File: src/rtl/if_stage.sv
// if_stage: instruction-fetch stage of the 5-stage pipeline.
//   Owns the PC, drives a zero-wait instruction memory, and registers each
//   fetched word into IF/ID. Handles hazard stalls, execute-stage redirects
//   and HLT detection (fetch freezes until a redirect or reset).
// Ports:
//   clk, rst_n          clock (rising edge), async active-low reset
//   stall               hold PC, IF/ID and halt flag
//   redirect/_pc        taken branch: flush IF/ID, load redirect_pc
//   imem_data           combinational read data at imem_addr
//   imem_addr/imem_en   fetch address (= pc) / memory enable
//   pc                  current PC
//   ifid_*              IF/ID register: instruction, PC+2, valid
//   fetch_halted        HLT fetched, fetch frozen
module if_stage #(
  parameter logic [15:0] RESET_PC   = 16'h0000,
  parameter logic [15:0] NOP_INSTR  = 16'h0000,
  parameter logic [3:0]  HLT_OPCODE = 4'hF
) (
  input  logic        clk,
  input  logic        rst_n,
  input  logic        stall,
  input  logic        redirect,
  input  logic [15:0] redirect_pc,
  input  logic [15:0] imem_data,
  output logic [15:0] imem_addr,
  output logic        imem_en,
  output logic [15:0] pc,
  output logic [15:0] ifid_instr,
  output logic [15:0] ifid_pc_plus2,
  output logic        ifid_valid,
  output logic        fetch_halted
);

  logic [15:0] pc_q, pc_d;
  logic [15:0] instr_q, instr_d;
  logic [15:0] pp2_q, pp2_d;
  logic        valid_q, valid_d;
  logic        halted_q, halted_d;

  logic [15:0] pc_plus2;
  logic        is_hlt;

  assign pc_plus2 = pc_q + 16'd2;   // wraps naturally at 16 bits
  assign is_hlt   = (imem_data[15:12] == HLT_OPCODE);

  always_comb begin
    pc_d     = pc_q;
    instr_d  = instr_q;
    pp2_d    = pp2_q;
    valid_d  = valid_q;
    halted_d = halted_q;
    if (redirect) begin
      // Redirect beats stall; an HLT behind the branch is wrong-path.
      pc_d     = redirect_pc;
      instr_d  = NOP_INSTR;
      pp2_d    = 16'h0000;
      valid_d  = 1'b0;
      halted_d = 1'b0;
    end else if (stall) begin
      // hold everything
    end else if (halted_q) begin
      instr_d  = NOP_INSTR;
      pp2_d    = 16'h0000;
      valid_d  = 1'b0;
    end else begin
      instr_d  = imem_data;
      pp2_d    = pc_plus2;
      valid_d  = 1'b1;
      // HLT goes down the pipe once; PC parks on it.
      if (is_hlt) halted_d = 1'b1;
      else        pc_d     = pc_plus2;
    end
  end

  always_ff @(posedge clk or negedge rst_n) begin
    if (!rst_n) begin
      pc_q     <= RESET_PC;
      instr_q  <= NOP_INSTR;
      pp2_q    <= 16'h0000;
      valid_q  <= 1'b0;
      halted_q <= 1'b0;
    end else begin
      pc_q     <= pc_d;
      instr_q  <= instr_d;
      pp2_q    <= pp2_d;
      valid_q  <= valid_d;
      halted_q <= halted_d;
    end
  end

  assign imem_addr     = pc_q;
  assign imem_en       = rst_n & ~halted_q;
  assign pc            = pc_q;
  assign ifid_instr    = instr_q;
  assign ifid_pc_plus2 = pp2_q;
  assign ifid_valid    = valid_q;
  assign fetch_halted  = halted_q;

endmodule

File: config.mk
export PLATFORM = sky130hd
export DESIGN_NAME = if_stage
export DESIGN_NICKNAME = d
export VERILOG_FILES = /design/src/rtl/if_stage.sv
export SDC_FILE = /design/constraint.sdc
export NUM_CORES = 1
export LEC_CHECK = 0
export ABC_AREA = 1
export BUFFER_PORTS_ARGS = -buffer_cell sky130_fd_sc_hd__buf_2
export CORE_MARGIN = 3
export CORE_UTILIZATION = 43
export DETAILED_ROUTE_END_ITERATION = 8
export GPL_TIMING_DRIVEN = 0
export PLACE_DENSITY = 0.75
export RECOVER_POWER = 25
export SETUP_SLACK_MARGIN = 0.15
export SLEW_MARGIN = 20
export SYNTH_ARGS = -nofsm -noshare
export SYNTH_HDL_FRONTEND = slang
export SYNTH_SLANG_ARGS = --single-unit
File: constraint.sdc
create_clock -name clk -period 1.6 [get_ports clk]
set_clock_uncertainty 0.2 [all_clocks]
set_input_delay 0.24 -clock clk [delete_from_list [all_inputs] [get_ports clk]]
set_output_delay 0.24 -clock clk [all_outputs]
set_load 0.05 [all_outputs]
==> results of run 1 <==
logic make-up (layout without fill, tap and decap cells):
group | Yosys count | after routing | share of synthesized area [%]
flops | 50 | 50 | 49.9
xor+xnor | 5 | 5 | 2.05
buf+inv | 49 | 214 | 10.6
compound gates | 27 | 27 | 8.53
simple gates | 161 | 161 | 28.4
fa+ha+maj | 1 | 1 | 0.499
state kept, by name, summed over array words and instances, names as in the netlist:
signal and flops:
imem_addr 16, ifid_instr 16, fetch_halted 1, ifid_pc_plus2 16, ifid_valid 1
cells in the mapped netlist:
cell type | instances | area (µm²)
nand2_4 | 1 | 11.3
xnor2_2 | 1 | 16.3
ha_1 | 1 | 12.5
a21oi_2 | 1 | 8.76
dfrtp_1 | 50 | 1250
nor2_1 | 5 | 18.8
o21bai_1 | 2 | 15.0
buf_6 | 1 | 11.3
nor2_2 | 2 | 12.5
nor2_4 | 4 | 45.0
xnor2_1 | 3 | 26.3
nand2_2 | 3 | 18.8
buf_2 | 6 | 30.0
o21ai_0 | 5 | 25.0
inv_2 | 3 | 11.3
inv_1 | 21 | 78.8
nand2_1 | 114 | 428
nand4_1 | 7 | 43.8
xor2_1 | 1 | 8.76
o21a_1 | 1 | 7.51
buf_4 | 18 | 135
nand3_2 | 2 | 20.0
a22o_1 | 18 | 158
nand3_1 | 23 | 115
what timing repair did:
action	4_1_cts	5_1_grt
setup buffers	20	9
pin swaps	6	25
gates cloned	0	1
gates resized for setup	76	88
hold endpoints to repair	75	50
endpoints found under the setup margin	64	65
cell type report:
class | count | share of cell area (%)
Timing Repair Buffer | 157 | 29.3
Sequential cell | 50 | 29.2
Multi-Input combinational cell | 194 | 28.6
Buffer | 25 | 5.85
Inverter | 24 | 2.25
Tap cell | 72 | 2.08
Clock buffer | 5 | 1.59
Clock inverter | 3 | 1.10
metrics by stage:
step / util [%] / cells / setup TNS (ps) / total power [µW]
finish: 77.8 / 530 / 0 / 4170
detailed placement: 56.6 / 467 / -509 / 2710
global route: 77.8 / 530 / -176 / 4340
CTS: 70.4 / 520 / 0 / 3940
floorplan: - / 293 / -1.78 / 2390
global placement: 56.6 / 467 / -463 / 2690
path summary, 6_finish.rpt:
kind	startpoint	to	cells past startpoint	slack [ps]
setup / recovery	imem_addr[3]	pc[3]	3	10
hold / removal	rst_n	ifid_pc_plus2[8]	1	-400
setup reg to reg	imem_addr[1]	imem_addr[9]	7	40
hold reg to reg	ifid_pc_plus2[15]	ifid_pc_plus2[15]	2	280
max in group asynchronous	rst_n	imem_addr[10]	1	1250
min in group clk	redirect_pc[11]	imem_addr[11]	5	10
worst reg2reg max path: stages, from the launching register on:
cell,delay (ps)
dfrtp_2,480
ha_4,180
nand3_4,150
inv_6,120
nand2_4,70
xnor2_4,130
nand2_1,70
nand2_1,60
power by group through the flow:
stage / clock network, µW / registers (µW) / logic (µW)
floorplan: 0 / 1870 / 520
global placement: 0 / 1520 / 1170
detailed placement: 0 / 1520 / 1190
CTS: 955 / 1470 / 1510
global route: 1010 / 1500 / 1830
finish: 947 / 1480 / 1740
routing by layer:
metal | vias to the layer above | GRT usage (%) | routed length, µm
met2 | 89 | 40.4 | 4330
met3 | 10 | 4.56 | 458
met4 | 0 | 5.48 | 74
li1 | 1254 | - | -
met5 | - | 0 | 0
met1 | 1271 | 29.0 | 3330
==> out/summary.md, run 1 <==
Global routing
- 0 — remaining global-route overflow
- 52 — pin count of the biggest net entering global routing
- 23.0% — gr usage total
- 0 — antenna violations before repair
- 11,800 µm — first-pass GRT wire length
- 2,469 — via count of the first global-routing pass

Clocking
- 320 ps — source-to-sink clock delay at the later pin of the worst-skew pair
- 2 — maximum clock path buffer count
- clkbuf_8 — master cell of the clock root buffer
- 50 — number of sinks on the clock net
- 25 — Hold Buf Count CTS
- 5 — number of buffers created by CTS
- 2 — number of H-tree levels
- 100 ps — Clk pin slew, worst setup/hold paths
- yes — clock tree from TritonCTS

Logic synthesis
- 24 — library cells used by synthesis
- 293 — gate count of the mapped netlist
- 8.56 µm² — mean post-synth cell area
- 49.9% — sequential fraction of the synthesis area
- 0 — number of warnings issued by yosys
- 50 — number of flip-flops and latches in the synthesized netlist
- 2510 µm² — Mapped Area
- 330 — net count of the mapped netlist

STA
- 1590 ps — final worst path period need
- 0 — final setup fails
- 10.0 ps — worst setup margin
- 401 ps — Tightest Pin Transition
- 629 MHz — Highest Clock Rate
- 0 — final max-slew violation count
- 50 — final hold violation count
- true — setup repair after global routing missed its margin
- 99.4% — Period Utilization, post-route
- -405 ps — Post-Route Hold Slack
- 73.2% — relative slew slack

Floorplanning
- 27 — site row count
- 5570 µm² — area inside the core boundary
- 6790 µm² — Die Area
- 82.4 µm — y dimension of the die
- 45.0% — starting density of the core
- 82.4 µm — Die W
- 103 — Top-Level Pins

Status
- finished, violations left — outcome
- hold timing — violations in the final reports

Drt
- 0 — Antenna Violating Nets Remaining
- 0 — DRC violation count after routing
- 4 — 1st-pass router iterations
- 4.95 — number of vias per cell
- 15.5 µm — WL/cell
- 122 — DRC marker count from the first detailed-route iteration
- 8200 µm — Post-Route WL
- 2,624 — total vias in the final route

Power and ir drop
- 2550 µW — internal portion of total power
- 41.7% — combinational fraction of design power
- 618 µV — Peak supply drop
- 38.9% — proportion of total power due to net switching
- 22.7% — clock network power share
- 35.6% — share of power burned in registers
- 0.00234 µW — leakage power summed over all cells
- 961 nW/µm² — PwrDens
- 1620 µW — switching power

Critical path
- 5 — Critical Path Fanout Max
- 1160 ps — Worst Path Required
- flip-flop — sort of element at the start of the critical path
- 3 — count of buffer and inverter cells on the critical path
- output pin — CP endpoint kind
- reg2out — Setup CP Type
- flip-flops — Worst path top cell family by delay
- 450 ps — Max stage delay on crit path
- dfrtp_2 — critical path's slowest cell
- buf_6, buf_6, buf_8 — ordered list of cells on the worst path
- 1150 ps — arrival time of the worst setup path
- buf_6 — cell repeated most along the worst path

Cells and area
- nand2_1, buf_2, dfrtp_1, buf_6, dlygate4sd3_1 — leading cell types in the layout, fill and taps excluded
- 379 — number of filler instances in the final layout
- 0 — Antenna diodes
- 494 — number of nets in the finished design
- 73.0% — layout overhead on the synthesized area
- 4340 µm² — summed area of non-filler cells in the final layout
- 50.9% — fraction of layout instances using a drive strength above 1
- 1270 µm² — storage element area
- 1240 µm² — area occupied by multi-input gates
- nand2_1 — most common library cell in the layout ignoring fill and taps

Placement
- 0.791 — RePlAce Congestion
- 102 — buffers added on ports
- 3160 µm² — post-placement cell area
- -509 ps — worst slack after detailed placement
- 4680 µm — estimated wirelength of the detail-placed design

Run
- 0 — Maximum Capacitance Violations

Worst hold path
- in2async — class of the tightest hold or removal check

Note: power is estimated with default switching activity, not from simulation.
==> run 2, diff against run 1 <==
==> constraint.sdc (replaced) <==
create_clock -name clk -period 1.6 [get_ports clk]
set_clock_uncertainty 0.2 [all_clocks]
set_input_delay 0.24 -clock clk [delete_from_list [all_inputs] [get_ports clk]]
set_output_delay 0.24 -clock clk [all_outputs]
set_load 0.01 [all_outputs]
==> out/summary.md, run 2 (synthesis results as in run 1) <==
STA
- 50 — final hold violation count
- 661 MHz — Highest Clock Rate
- 1510 ps — final worst path period need
- 0 — final setup fails
- 426 ps — Tightest Pin Transition
- 94.5% — Period Utilization, post-route
- 0 — final max-slew violation count
- -338 ps — Post-Route Hold Slack
- true — setup repair after global routing missed its margin
- 71.6% — relative slew slack

Clocking
- clkbuf_8 — master cell of the clock root buffer
- 310 ps — source-to-sink clock delay at the later pin of the worst-skew pair
- yes — clock tree from TritonCTS
- 100 ps — Clk pin slew, worst setup/hold paths
- 24 — Hold Buf Count CTS
- 2 — number of H-tree levels
- 5 — number of buffers created by CTS
- 2 — maximum clock path buffer count
- 50 — number of sinks on the clock net

Power and ir drop
- 0.00212 µW — leakage power summed over all cells
- 1010 µW — switching power
- 31.2% — proportion of total power due to net switching
- 24.6% — clock network power share
- 46.0% — share of power burned in registers
- 29.4% — combinational fraction of design power
- 475 µV — Peak supply drop
- 843 nW/µm² — PwrDens
- 2230 µW — internal portion of total power

Critical path
- nand2_1 — cell repeated most along the worst path
- flip-flops — Worst path top cell family by delay
- 5 — Critical Path Fanout Max
- 440 ps — Max stage delay on crit path
- imem_addr[9] — end of the worst register-to-register path
- 1490 ps — arrival time of the worst setup path
- reg2reg — Setup CP Type
- imem_addr[1] — RR Startpoint
- flip-flop — CP endpoint kind
- 1580 ps — Worst Path Required
- 90 ps — reg-to-reg setup timing slack
- dfrtp_2 — critical path's slowest cell
- flip-flop — sort of element at the start of the critical path
- ha_4, nand3_4, inv_4, nand2_2, xnor2_2, nand2_1, nand2_1 — ordered list of cells on the worst path
- 1 — count of buffer and inverter cells on the critical path
- 7 — worst r2r path cells
- 7 — number of gates on the worst path with buffers counted

Floorplanning
- 27 — site row count
- 45.0% — starting density of the core
- 82.4 µm — y dimension of the die
- 82.4 µm — Die W
- 6790 µm² — Die Area
- 103 — Top-Level Pins
- 5570 µm² — area inside the core boundary

Cells and area
- 53.3% — layout overhead on the synthesized area
- nand2_1, buf_2, dfrtp_1, buf_4, buf_6 — leading cell types in the layout, fill and taps excluded
- 463 — number of filler instances in the final layout
- nand2_1 — most common library cell in the layout ignoring fill and taps
- 69.0% — core utilization of the finished layout
- 484 — number of nets in the finished design
- 0 — Antenna diodes
- 3840 µm² — summed area of non-filler cells in the final layout
- 44.0% — fraction of layout instances using a drive strength above 1

Status
- hold timing — violations in the final reports
- finished, violations left — outcome

Drt
- 4.79 — number of vias per cell
- 0 — DRC violation count after routing
- 140 — DRC marker count from the first detailed-route iteration
- 13.7 µm — WL/cell
- 0 — Antenna Violating Nets Remaining
- 2,489 — total vias in the final route
- 5 — 1st-pass router iterations
- 7140 µm — Post-Route WL

Global routing
- 0 — remaining global-route overflow
- 20.4% — gr usage total
- 0 — antenna violations before repair
- 52 — pin count of the biggest net entering global routing
- 10,600 µm — first-pass GRT wire length
- 2,244 — via count of the first global-routing pass

Placement
- 3130 µm² — post-placement cell area
- 0.836 — RePlAce Congestion
- 4740 µm — estimated wirelength of the detail-placed design
- 102 — buffers added on ports

Run
- 0 — Maximum Capacitance Violations

Worst hold path
- in2async — class of the tightest hold or removal check

## run 2: cell count changes in the layout (fill, tap and decap cells not counted), sizes merged
| cell | change |
|---|---|
| dlygate4sd3 | -1 |
| nand2 | +1 |
| inv | -1 |
| bufinv | -1 |
| clkbuf | -4 |
| buf | -5 |
| clkinvlp | +1 |
## run 2: routing by layer
| layer | up-vias | global-route usage (%) | routed length (µm) |
|---|---|---|---|
| met2 | 69 | 34.8 | 3650 |
| met5 | - | 0 | 0 |
| met3 | 4 | 2.06 | 330 |
| li1 | 1234 | - | - |
| met1 | 1182 | 27.2 | 3110 |
| met4 | 0 | 6.48 | 46 |
## run 2: final cells by class
| cell class | instances | area [µm²] | share of cell area [%] |
|---|---|---|---|
| Buffer | 25 | 213 | 5.53 |
| Clock buffer | 6 | 82.6 | 2.15 |
| Clock inverter | 2 | 16.3 | 0.423 |
| Inverter | 24 | 92.6 | 2.41 |
| Multi-Input combinational cell | 195 | 1080 | 28.0 |
| Sequential cell | 50 | 1270 | 32.9 |
| Tap cell | 72 | 90.1 | 2.34 |
| Timing Repair Buffer | 146 | 1010 | 26.2 |
## run 2: worst max path at each step
stage                        end  slack [ps]    startpoint
2_1_floorplan  ifid_pc_plus2[15]         150  imem_addr[1]
3_5_place_dp             imem_en        -320         rst_n
3_3_place_gp             imem_en        -300         rst_n
4_1_cts        ifid_pc_plus2[15]          70  imem_addr[2]
6_report            imem_addr[9]          90  imem_addr[1]
5_1_grt            imem_addr[13]          10  imem_addr[1]
## run 2: what timing repair did
| item | CTS | global route |
|---|---|---|
| setup buffers | 11 | 9 |
| hold endpoints to repair | 74 | 50 |
| gates cloned | 0 | 1 |
| endpoints found under the setup margin | 42 | 63 |
| resized for setup | 25 | 30 |
| pin swaps | 1 | 10 |
## run 2: worst reg2reg max path: stages, from the launching register on
cell and delay, ps:
dfrtp_2 440, ha_4 180, nand3_4 120, inv_4 110, nand2_2 70, xnor2_2 130
nand2_1 70, nand2_1 70
## run 2: power groups by stage
stage / clock, µW / combinational, µW / sequential (µW)
final: 798 / 953 / 1490
after detailed placement: 0 / 702 / 1510
after global placement: 0 / 687 / 1510
after floorplan: 0 / 357 / 1540
after CTS: 808 / 857 / 1480
after global routing: 850 / 1040 / 1510
## run 2: metrics by stage
step                power, µW  TNS [ps]  instances  worst slack (ps)
global route             3400         0        520              10.1
global placement         2190      -300        467              -300
detailed placement       2210      -323        467              -323
CTS                      3150         0        510              73.6
finish                   3240         0        520              88.0
floorplan                1900         0        293               153
